--- src/rtl/drlp_dma_pkg.sv ---
// Shared request/opcode types for the DRLP DMA to manycore mesh bridge.
package drlp_dma_pkg;

  localparam int drlp_addr_w_c  = 32;
  localparam int drlp_data_w_c  = 32;
  localparam int drlp_op_ex_w_c = drlp_data_w_c >> 3;
  localparam logic [drlp_op_ex_w_c-1:0] drlp_op_ex_ones_c = {drlp_op_ex_w_c{1'b1}};

  typedef enum logic [1:0] {
    ePacketOp_remote_load  = 2'd0,
    ePacketOp_remote_store = 2'd1
  } drlp_dma_op_e;

  typedef struct packed {
    logic                     we;
    logic [drlp_addr_w_c-1:0] addr;
    logic [drlp_data_w_c-1:0] data;
  } dma_req_s;

endpackage

--- src/rtl/drlp_dma_req_fifo.sv ---
// Circular request queue with two ordered write ports (store slot first) and one read port.
module drlp_dma_req_fifo
  import drlp_dma_pkg::*;
#(
  parameter int els_p = 4,
  localparam int ptr_w_lp = $clog2(els_p),
  localparam int cnt_w_lp = $clog2(els_p + 1)
)(
  input  logic                clk_i,
  input  logic                reset_i,
  input  logic                w0_v_i,
  input  dma_req_s            w0_req_i,
  input  logic                w1_v_i,
  input  dma_req_s            w1_req_i,
  input  logic                deq_i,
  output dma_req_s            head_o,
  output logic [cnt_w_lp-1:0] count_o,
  output logic [cnt_w_lp-1:0] count_next_o
);

  dma_req_s            mem_r [els_p];
  logic [ptr_w_lp-1:0] rd_ptr_r;
  logic [ptr_w_lp-1:0] wr_ptr_r;
  logic [ptr_w_lp-1:0] w1_ptr_s;
  logic [cnt_w_lp-1:0] count_r;
  logic [1:0]          n_enq_s;

  // Second write lands behind the first when both ports fire together.
  always_comb begin
    n_enq_s      = {1'b0, w0_v_i} + {1'b0, w1_v_i};
    w1_ptr_s     = w0_v_i ? (wr_ptr_r + ptr_w_lp'(1)) : wr_ptr_r;
    count_next_o = count_r + cnt_w_lp'(n_enq_s) - cnt_w_lp'(deq_i);
  end

  // Pointer and occupancy state.
  always_ff @(posedge clk_i) begin
    if (reset_i) begin
      rd_ptr_r <= '0;
      wr_ptr_r <= '0;
      count_r  <= '0;
    end else begin
      rd_ptr_r <= rd_ptr_r + ptr_w_lp'(deq_i);
      wr_ptr_r <= wr_ptr_r + ptr_w_lp'(n_enq_s);
      count_r  <= count_next_o;
    end
  end

  // Entry storage.
  always_ff @(posedge clk_i) begin
    if (w0_v_i) mem_r[wr_ptr_r] <= w0_req_i;
    if (w1_v_i) mem_r[w1_ptr_s] <= w1_req_i;
  end

  assign head_o  = mem_r[rd_ptr_r];
  assign count_o = count_r;

endmodule

--- src/rtl/drlp_mesh_dma_bridge.sv ---
// Turns queued DRLP DMA reads/writes into manycore remote load/store packets and returns load data in order.
module drlp_mesh_dma_bridge
  import drlp_dma_pkg::*;
#(
  parameter int x_cord_width_p = 4,
  parameter int y_cord_width_p = 4,
  parameter int data_width_p   = 32,
  parameter int addr_width_p   = 32,
  parameter int fifo_els_p     = 4,
  parameter int max_loads_p    = 8,
  localparam int credit_w_lp     = $clog2(16 + 1),
  localparam int op_ex_w_lp      = data_width_p >> 3,
  localparam int packet_width_lp = addr_width_p + 2 + op_ex_w_lp + data_width_p
                                   + 2 * x_cord_width_p + 2 * y_cord_width_p
)(
  input  logic                       clk_i,
  input  logic                       reset_i,
  input  logic                       dma_wr_en_i,
  input  logic [addr_width_p-1:0]    dma_wr_addr_i,
  input  logic [data_width_p-1:0]    dma_wr_data_i,
  input  logic                       dma_rd_en_i,
  input  logic [addr_width_p-1:0]    dma_rd_addr_i,
  output logic                       dma_req_ready_o,
  output logic [data_width_p-1:0]    dma_rd_data_o,
  output logic                       dma_rd_valid_o,
  input  logic [x_cord_width_p-1:0]  my_x_i,
  input  logic [y_cord_width_p-1:0]  my_y_i,
  input  logic [x_cord_width_p-1:0]  dest_x_i,
  input  logic [y_cord_width_p-1:0]  dest_y_i,
  output logic                       out_v_o,
  output logic [packet_width_lp-1:0] out_packet_o,
  input  logic                       out_ready_i,
  input  logic [credit_w_lp-1:0]     out_credits_i,
  input  logic                       returned_v_i,
  input  logic [data_width_p-1:0]    returned_data_i,
  output logic                       idle_o,
  output logic                       err_o
);

  localparam int cnt_w_lp  = $clog2(fifo_els_p + 1);
  localparam int load_w_lp = $clog2(max_loads_p + 1);

  typedef struct packed {
    logic [addr_width_p-1:0]   addr;
    drlp_dma_op_e              op;
    logic [op_ex_w_lp-1:0]     op_ex;
    logic [data_width_p-1:0]   data;
    logic [y_cord_width_p-1:0] src_y_cord;
    logic [x_cord_width_p-1:0] src_x_cord;
    logic [y_cord_width_p-1:0] y_cord;
    logic [x_cord_width_p-1:0] x_cord;
  } bsg_manycore_packet_s;

  dma_req_s             head_s, w0_req_s, w1_req_s;
  logic [cnt_w_lp-1:0]  count_s, count_next_s;
  logic [load_w_lp-1:0] load_cnt_r, load_cnt_next_s;
  logic                 w0_v_s, w1_v_s, drop_s, deq_s;
  logic                 launch_load_s, ret_ok_s, bad_ret_s;
  logic                 ready_r, idle_r, err_r, rd_valid_r;
  logic [data_width_p-1:0] rd_data_r;
  bsg_manycore_packet_s pkt_s;

  // Requests are only taken while the registered ready promises two free slots.
  always_comb begin
    w0_v_s   = dma_wr_en_i & ready_r;
    w1_v_s   = dma_rd_en_i & ready_r;
    drop_s   = (dma_wr_en_i | dma_rd_en_i) & ~ready_r;
    w0_req_s = '{we: 1'b1, addr: drlp_addr_w_c'(dma_wr_addr_i), data: drlp_data_w_c'(dma_wr_data_i)};
    w1_req_s = '{we: 1'b0, addr: drlp_addr_w_c'(dma_rd_addr_i), data: '0};
  end

  drlp_dma_req_fifo #(.els_p(fifo_els_p)) req_fifo (
    .clk_i        (clk_i),
    .reset_i      (reset_i),
    .w0_v_i       (w0_v_s),
    .w0_req_i     (w0_req_s),
    .w1_v_i       (w1_v_s),
    .w1_req_i     (w1_req_s),
    .deq_i        (deq_s),
    .head_o       (head_s),
    .count_o      (count_s),
    .count_next_o (count_next_s)
  );

  // Launch gate and outstanding-load bookkeeping; a return with nothing outstanding is rejected.
  always_comb begin
    out_v_o       = (count_s != '0) && (out_credits_i != '0)
                    && (head_s.we || (load_cnt_r < load_w_lp'(max_loads_p)));
    deq_s         = out_v_o & out_ready_i;
    launch_load_s = deq_s & ~head_s.we;
    ret_ok_s      = returned_v_i & (load_cnt_r != '0);
    bad_ret_s     = returned_v_i & (load_cnt_r == '0);
    case ({launch_load_s, ret_ok_s})
      2'b10:   load_cnt_next_s = load_cnt_r + load_w_lp'(1);
      2'b01:   load_cnt_next_s = load_cnt_r - load_w_lp'(1);
      default: load_cnt_next_s = load_cnt_r;
    endcase
  end

  // Packet formed from the queue head.
  always_comb begin
    pkt_s.addr       = head_s.addr[addr_width_p-1:0];
    pkt_s.op         = head_s.we ? ePacketOp_remote_store : ePacketOp_remote_load;
    pkt_s.op_ex      = op_ex_w_lp'(drlp_op_ex_ones_c);
    pkt_s.data       = head_s.data[data_width_p-1:0];
    pkt_s.src_y_cord = my_y_i;
    pkt_s.src_x_cord = my_x_i;
    pkt_s.y_cord     = dest_y_i;
    pkt_s.x_cord     = dest_x_i;
  end

  // Registered status, return path and sticky error.
  always_ff @(posedge clk_i) begin
    if (reset_i) begin
      load_cnt_r <= '0;
      ready_r    <= 1'b0;
      idle_r     <= 1'b1;
      err_r      <= 1'b0;
      rd_valid_r <= 1'b0;
      rd_data_r  <= '0;
    end else begin
      load_cnt_r <= load_cnt_next_s;
      ready_r    <= (count_next_s <= cnt_w_lp'(fifo_els_p - 2));
      idle_r     <= (count_next_s == '0) && (load_cnt_next_s == '0);
      err_r      <= err_r | drop_s | bad_ret_s;
      rd_valid_r <= ret_ok_s;
      if (ret_ok_s) rd_data_r <= returned_data_i;
    end
  end

  assign out_packet_o    = pkt_s;
  assign dma_req_ready_o = ready_r;
  assign idle_o          = idle_r;
  assign err_o           = err_r;
  assign dma_rd_valid_o  = rd_valid_r;
  assign dma_rd_data_o   = rd_data_r;

endmodule

--- config.mk ---
export PLATFORM = sky130hd
export DESIGN_NAME = drlp_mesh_dma_bridge
export DESIGN_NICKNAME = d
export VERILOG_FILES = /design/src/rtl/drlp_dma_pkg.sv /design/src/rtl/drlp_dma_req_fifo.sv /design/src/rtl/drlp_mesh_dma_bridge.sv
export SDC_FILE = /design/constraint.sdc
export NUM_CORES = 1
export LEC_CHECK = 0
export ABC_AREA = 1
export BUFFER_PORTS_ARGS = -buffer_cell sky130_fd_sc_hd__buf_2
export CAP_MARGIN = 20
export CORE_AREA = 3 3 253 255
export CTS_CLUSTER_SIZE = 40
export DETAILED_ROUTE_END_ITERATION = 8
export DIE_AREA = 0 0 256 258
export GPL_TIMING_DRIVEN = 0
export PLACE_DENSITY = 0.48
export SYNTH_ARGS = -nofsm -noshare
export SYNTH_HDL_FRONTEND = slang
export SYNTH_SLANG_ARGS = --single-unit
--- constraint.sdc ---
create_clock -name clk_i -period 3.7 [get_ports clk_i]
set_input_delay 0 -clock clk_i [delete_from_list [all_inputs] [get_ports clk_i]]
set_output_delay 0 -clock clk_i [all_outputs]
set_load 0.01 [all_outputs]
==> results_dict.tcl, run 1 <==
set metrics [dict create \
    ant_nets 0 \
    die_area_um2 66050 \
    synth-async-reset-ratio_pct 0 \
    core_area_um2 61830 \
    drv_cap 0 \
    cts_sinks 307 \
    critPathCaptureType "flop" \
    ys_seq_area_share_pct 52.29 \
    reg2reg_to "idle_o$_SDFF_PP1_" \
    min_from "returned_v_i" \
    cts_tree "done" \
    clock_latency_ns 0.57 \
    drt-pass1-iter-count 6 \
    vdd_drop_max_uv 411.9 \
    worstSetupStartpointType "flop" \
    area_growth_pct 37.76 \
    routedWlPerCell_um 18.85 \
    synth_area_um2 14200 \
    wl_mm 57.33 \
    fin_total_pwr_mw 14.00 \
    row_count 91 \
    grt_pass1_wl_mm 85.75 \
    final_hold_viol_count 0 \
    synth_cell_types 36 \
    synth.avg_cell_area_um2 8.340 \
    cp_data_required_time_ns 4.20 \
    overflow 0 \
    reg2reg_from "req_fifo.rd_ptr_r[0]$_SDFF_PP0_" \
    min_path_type "input port to flop" \
    post_cts_resized 0 \
    worst_pin_slew_ns 0.7194 \
    hold-path-cell-count 5 \
    drc 0 \
    internal-power_mw 8.557 \
    htreeDepth 2 \
    final_cell_count_no_fill 3041 \
    layout_min_cycle_time_ns 3.357 \
    drive_gt1_share_pct 21.26 \
    leakagePower_nw 7.736 \
    fin_hold_ws_ns 0.04046 \
    die_h_um 258 \
    pwr-share-seq_pct 34.9 \
    antenna_found_initial 5 \
    path_class "flop to flop" \
    gp_congestion 0.8037 \
    cp_data_arrival_time_ns 3.86 \
    maxSlewViolCount 0 \
    synth_cells 1703 \
    pwr_density_cell_nw_per_um2 715.7 \
    cts_buffers 38 \
    ioPinCount 278 \
    clkPwrFrac_pct 26.9 \
    period_share_pct 90.72 \
    fin_tns_setup_ns 0 \
    setup_violations 0 \
    worstPathMaxFanout 10 \
    rr_worst_depth 19 \
    drtIter0Drc 1173 \
    grt_pass1_vias 14088 \
    dp_hpwl_mm 39.92 \
    clock_skew_ns 0.02116 \
    floorplan.initialDensity_pct 22.97 \
    grt_use_total_pct 16.78 \
    rsz0062_at_grt "false" \
    yosysWarnings 0 \
    swShare_pct 38.89 \
    ys_seq_elements 307 \
    fmax_ghz 0.2979 \
    port_buffers 256 \
    synth_enable_flop_cells 128 \
    fin_nets 2340 \
    vias 14151 \
    reg2reg_slack_ns 0.34 \
    outcome "finished clean" \
    p_sw_mw 5.446 \
    hold_end "dma_rd_data_o[27]$_SDFFE_PP0P_" \
    dieWidth_um 256 \
    grt_max_degree 25 \
    final_common_cell "buf_2" \
    slew_headroom_pct 52.04 \
    synth_top_flop_cell "dfxtp_1" \
    clock-root-buffer "clkbuf_16" \
    combPwrFrac_pct 38.3 \
    vias_per_cell 4.653 \
    placed_cells 2803 \
    clockBufferDepth 3 \
    layout_common_cells "buf_2 (299), nand2_1 (284), nor2_1 (210)" \
    clkTransAtPathRegs_ns 0.06 \
]
[through the flow]
step	cell area, um2	utilization [%]	setup slack (ns)
global placement	16540	26.76	0.1126
detailed placement	16640	26.91	0.3470
floorplan	14210	-	1.106
finish	19570	31.65	0.3433
global route	19560	31.63	0.02598
CTS	19560	31.63	0.3037
[state kept, by name (all words and copies together) (netlist names)]
signal,cells
dma_req_ready_o,1
idle_o,1
req_fifo.wr_ptr_r,2
err_o,1
load_cnt_r,4
req_fifo.count_o,3
req_fifo.rd_ptr_r,2
dma_rd_data_o,32
req_fifo.mem_r,260
dma_rd_valid_o,1
[cell type report]
cell class	instances	area [um2]
Tap cell	837	1047
Clock buffer	47	1066
Fill cell	6590	42260
Timing Repair Buffer	425	3020
Buffer	151	879.6
Antenna cell	3	7.507
Sequential cell	307	7427
Inverter	78	297.8
Multi-Input combinational cell	1170	5619
Clock inverter	23	200.2
[cell families after synthesis]
logic type / after synthesis / share of synthesized area [%]
AO/OA/AOI/OAI: 497 / 18.99
XOR/XNOR: 5 / 0.3613
adder cells (fa/ha/maj): 14 / 1.286
buffers and inverters: 229 / 8.290
flip-flops: 307 / 52.29
other: 2 / 0.05288
AND/OR/NAND/NOR: 649 / 18.72
[power by group through the flow]
stage	Clock [mW]	Sequential, mW	Combinational, mW
final	3.76	4.88	5.36
after global routing	3.99	4.98	5.92
after CTS	3.84	4.88	5.43
after detailed placement	0	4.94	5.24
after global placement	0	4.93	5.14
after floorplan	0	4.92	2.89
[repair_timing]
action	4_1_cts	5_1_grt
endpoints found under the hold margin	293	0
buffers inserted	0	0
hold buffers	165	0
[metal layers]
metal  GRT usage, %  routed length [um]  part of all wire, %  vias up
li1               -                   -                    -     6727
met1          21.59               24880                   43     6778
met2          28.33               26940                   47      529
met3          3.177                3624                  6.3      113
met4          5.575                1852                  3.2        4
met5              0                  26                0.045        -
[worst max path at each step]
stage | cells past startpoint | to | startpoint
finish | 19 | idle_o$_SDFF_PP1_ | req_fifo.rd_ptr_r[0]$_SDFF_PP0_
detailed placement | 19 | idle_o$_SDFF_PP1_ | req_fifo.rd_ptr_r[0]$_SDFF_PP0_
global placement | 8 | req_fifo.mem_r[0][52]$_DFFE_PP_ | req_fifo.wr_ptr_r[0]$_SDFF_PP0_
global route | 19 | idle_o$_SDFF_PP1_ | req_fifo.rd_ptr_r[0]$_SDFF_PP0_
CTS | 19 | idle_o$_SDFF_PP1_ | req_fifo.rd_ptr_r[0]$_SDFF_PP0_
floorplan | 19 | idle_o$_SDFF_PP1_ | req_fifo.rd_ptr_r[0]$_SDFF_PP0_
[Yosys cell counts, drive strengths merged (2+ instances only)]
master	n	share of area [%]
o21a	3	0.16
nor2	211	5.6
inv	78	2.1
xnor2	3	0.19
buf	94	4.7
conb	2	0.053
nand2	296	8.0
a21oi	132	4.7
clkbuf	57	1.5
o22ai	64	2.8
o21ai	295	11
nand3	139	5.0
dfxtp	179	25
edfxtp	128	27
xor2	2	0.18
ha	13	1.1
[critical path: stages, from the launching register on]
cell and delay [ns]:
dfxtp_1 0.52, buf_2 0.38, o21ai_0 0.12, nand2_1 0.15, inv_1 0.08, o21ai_0 0.24
nor2_1 0.16, ha_1 0.31, inv_1 0.04, ha_1 0.19, fa_1 0.51, nor2_1 0.13
nand2_1 0.06, nor2_1 0.09, nand2_1 0.05, inv_1 0.05, nand2_1 0.05, nand2_1 0.05
nand2_1 0.05, inv_1 0.04
Note: power is estimated with default switching activity, not from simulation.
==> run 2, diff against run 1 <==
--- a/config.mk
+++ b/config.mk
@@ -8,12 +8,14 @@
 export ABC_AREA = 1
 export BUFFER_PORTS_ARGS = -buffer_cell sky130_fd_sc_hd__buf_2
 export CAP_MARGIN = 20
+export CELL_PAD_IN_SITES_DETAIL_PLACEMENT = 1
+export CELL_PAD_IN_SITES_GLOBAL_PLACEMENT = 1
 export CORE_AREA = 3 3 253 255
 export CTS_CLUSTER_SIZE = 40
 export DETAILED_ROUTE_END_ITERATION = 8
 export DIE_AREA = 0 0 256 258
 export GPL_TIMING_DRIVEN = 0
-export PLACE_DENSITY = 0.48
+export PLACE_DENSITY = 0.58
 export SYNTH_ARGS = -nofsm -noshare
 export SYNTH_HDL_FRONTEND = slang
 export SYNTH_SLANG_ARGS = --single-unit
==> results_dict.tcl, run 2 (synthesis results as in run 1) <==
set metrics [dict create \
    overflow 0 \
    core_area_um2 61830 \
    fin_nets 2339 \
    largest-register "req_fifo.mem_r" \
    maxSlewViolCount 0 \
    final_area_um2 19550 \
    antenna_found_initial 5 \
    ant_nets 0 \
    rsz0062_at_grt "false" \
    drc 0 \
    wl_mm 61.60 \
    cp_data_required_time_ns 4.20 \
    clock-root-buffer "clkbuf_16" \
    drtIter0Drc 765 \
    largest_reg_flops 260 \
    final_hold_viol_count 0 \
    postPlaceCellArea_um2 16640 \
    cts_sinks 307 \
    drv_cap 0 \
    htreeDepth 2 \
    final_common_cell "buf_2" \
    vias_per_cell 4.712 \
    drive_gt1_share_pct 21.03 \
    dp_hpwl_mm 42.68 \
    clock_latency_ns 0.56 \
    worst_pin_slew_ns 0.8271 \
    clkTransAtPathRegs_ns 0.06 \
    leakagePower_nw 7.739 \
    port_buffers 256 \
    clock_skew_ns 0.02530 \
    vias 14315 \
    floorplan.initialDensity_pct 22.97 \
    outcome "finished clean" \
    grt_use_total_pct 18.07 \
    setup_ws_ns 0.4449 \
    dieWidth_um 256 \
    slew_headroom_pct 44.86 \
    cts_buffers 39 \
    grt_pass1_vias 15223 \
    setup_violations 0 \
    period_share_pct 87.98 \
    area_growth_pct 37.64 \
    clockBufferDepth 3 \
    vdd_drop_max_uv 339.4 \
    routedWlPerCell_um 20.27 \
    layout_common_cells "buf_2 (299), nand2_1 (284), nor2_1 (210)" \
    hold_buffers 163 \
    worstPathMaxFanout 10 \
    min_path_type "input port to flop" \
    grt_max_degree 26 \
    die_h_um 258 \
    path_class "flop to flop" \
    ioPinCount 278 \
    grt_pass1_wl_mm 91.91 \
    die_area_um2 66050 \
    post_cts_resized 0 \
    reg2reg_slack_ns 0.44 \
    critPathCaptureType "flop" \
    pwr_density_cell_nw_per_um2 724.6 \
    worstSetupStartpointType "flop" \
    pre_cts_ws_ns 0.3938 \
    cts_tree "done" \
    layout_min_cycle_time_ns 3.255 \
    row_count 91 \
    cp_data_arrival_time_ns 3.75 \
    gp_congestion 0.8153 \
    drt-pass1-iter-count 5 \
    fmax_ghz 0.3072 \
    post-cts-setup-buffer-count 0 \
    nFillCells 7348 \
]
==> run 2: cell count changes in the layout (fill, tap and decap cells not counted), sizes merged <==
cell,change
clkbuf,+7
clkinv,-7
clkinvlp,-3
dlygate4sd3,-2
bufinv,+1
diode,+1
==> run 2: final timing paths <==
check,to,from,cells past startpoint
worst max-delay path,idle_o$_SDFF_PP1_,req_fifo.rd_ptr_r[0]$_SDFF_PP0_,19
worst min-delay path,req_fifo.rd_ptr_r[0]$_SDFF_PP0_,out_ready_i,6
worst max register to register,idle_o$_SDFF_PP1_,req_fifo.rd_ptr_r[0]$_SDFF_PP0_,19
worst min register to register,req_fifo.mem_r[2][23]$_SDFFE_PP0P_,req_fifo.mem_r[2][23]$_SDFFE_PP0P_,2
==> run 2: metal layers <==
metal  part of all wire (%)  track usage [%]
met5                  0.011                0
met4                    3.2            6.509
met3                    5.4            3.599
met2                     48            30.92
met1                     43            22.61
==> run 2: stage by stage <==
step	util, %	total power, mW	hold WS (ns)	TNS, ns	instances
floorplan	-	7.812	0.06941	0	1706
global placement	26.76	10.10	0.1866	-0.006738	2799
detailed placement	26.91	10.27	0.1862	0	2803
CTS	31.60	14.36	0.05008	0	3034
global route	31.61	15.07	0.1114	0	3036
finish	31.62	14.16	0.06885	0	3038
==> run 2: critical path: stages, from the launching register on <==
cell	delay, ns
dfxtp_1	0.50
buf_2	0.35
o21ai_0	0.12
nand2_1	0.14
inv_1	0.09
o21ai_0	0.23
nor2_1	0.15
ha_1	0.30
inv_1	0.05
ha_1	0.19
fa_1	0.51
nor2_1	0.12
nand2_1	0.06
nor2_1	0.09
nand2_1	0.05
inv_1	0.06
nand2_1	0.05
nand2_1	0.05
nand2_1	0.05
inv_1	0.05
==> run 2: final cells by class <==
cell class / instances / area [um2] / area share [%]
Multi-Input combinational cell: 1170 / 5619 / 28.75
Clock buffer: 54 / 1125 / 5.754
Antenna cell: 4 / 10.01 / 0.05121
Inverter: 78 / 297.8 / 1.523
Sequential cell: 307 / 7427 / 38.00
Tap cell: 837 / 1047 / 5.357
Clock inverter: 14 / 141.4 / 0.7233
Buffer: 151 / 879.6 / 4.500
Timing Repair Buffer: 423 / 3000 / 15.35
==> run 2: where the power goes <==
group	internal [mW]	total, mW	switching (mW)
clock	2.32	3.86	1.53
sequential	4.48	4.91	0.425
combinational	1.87	5.40	3.53
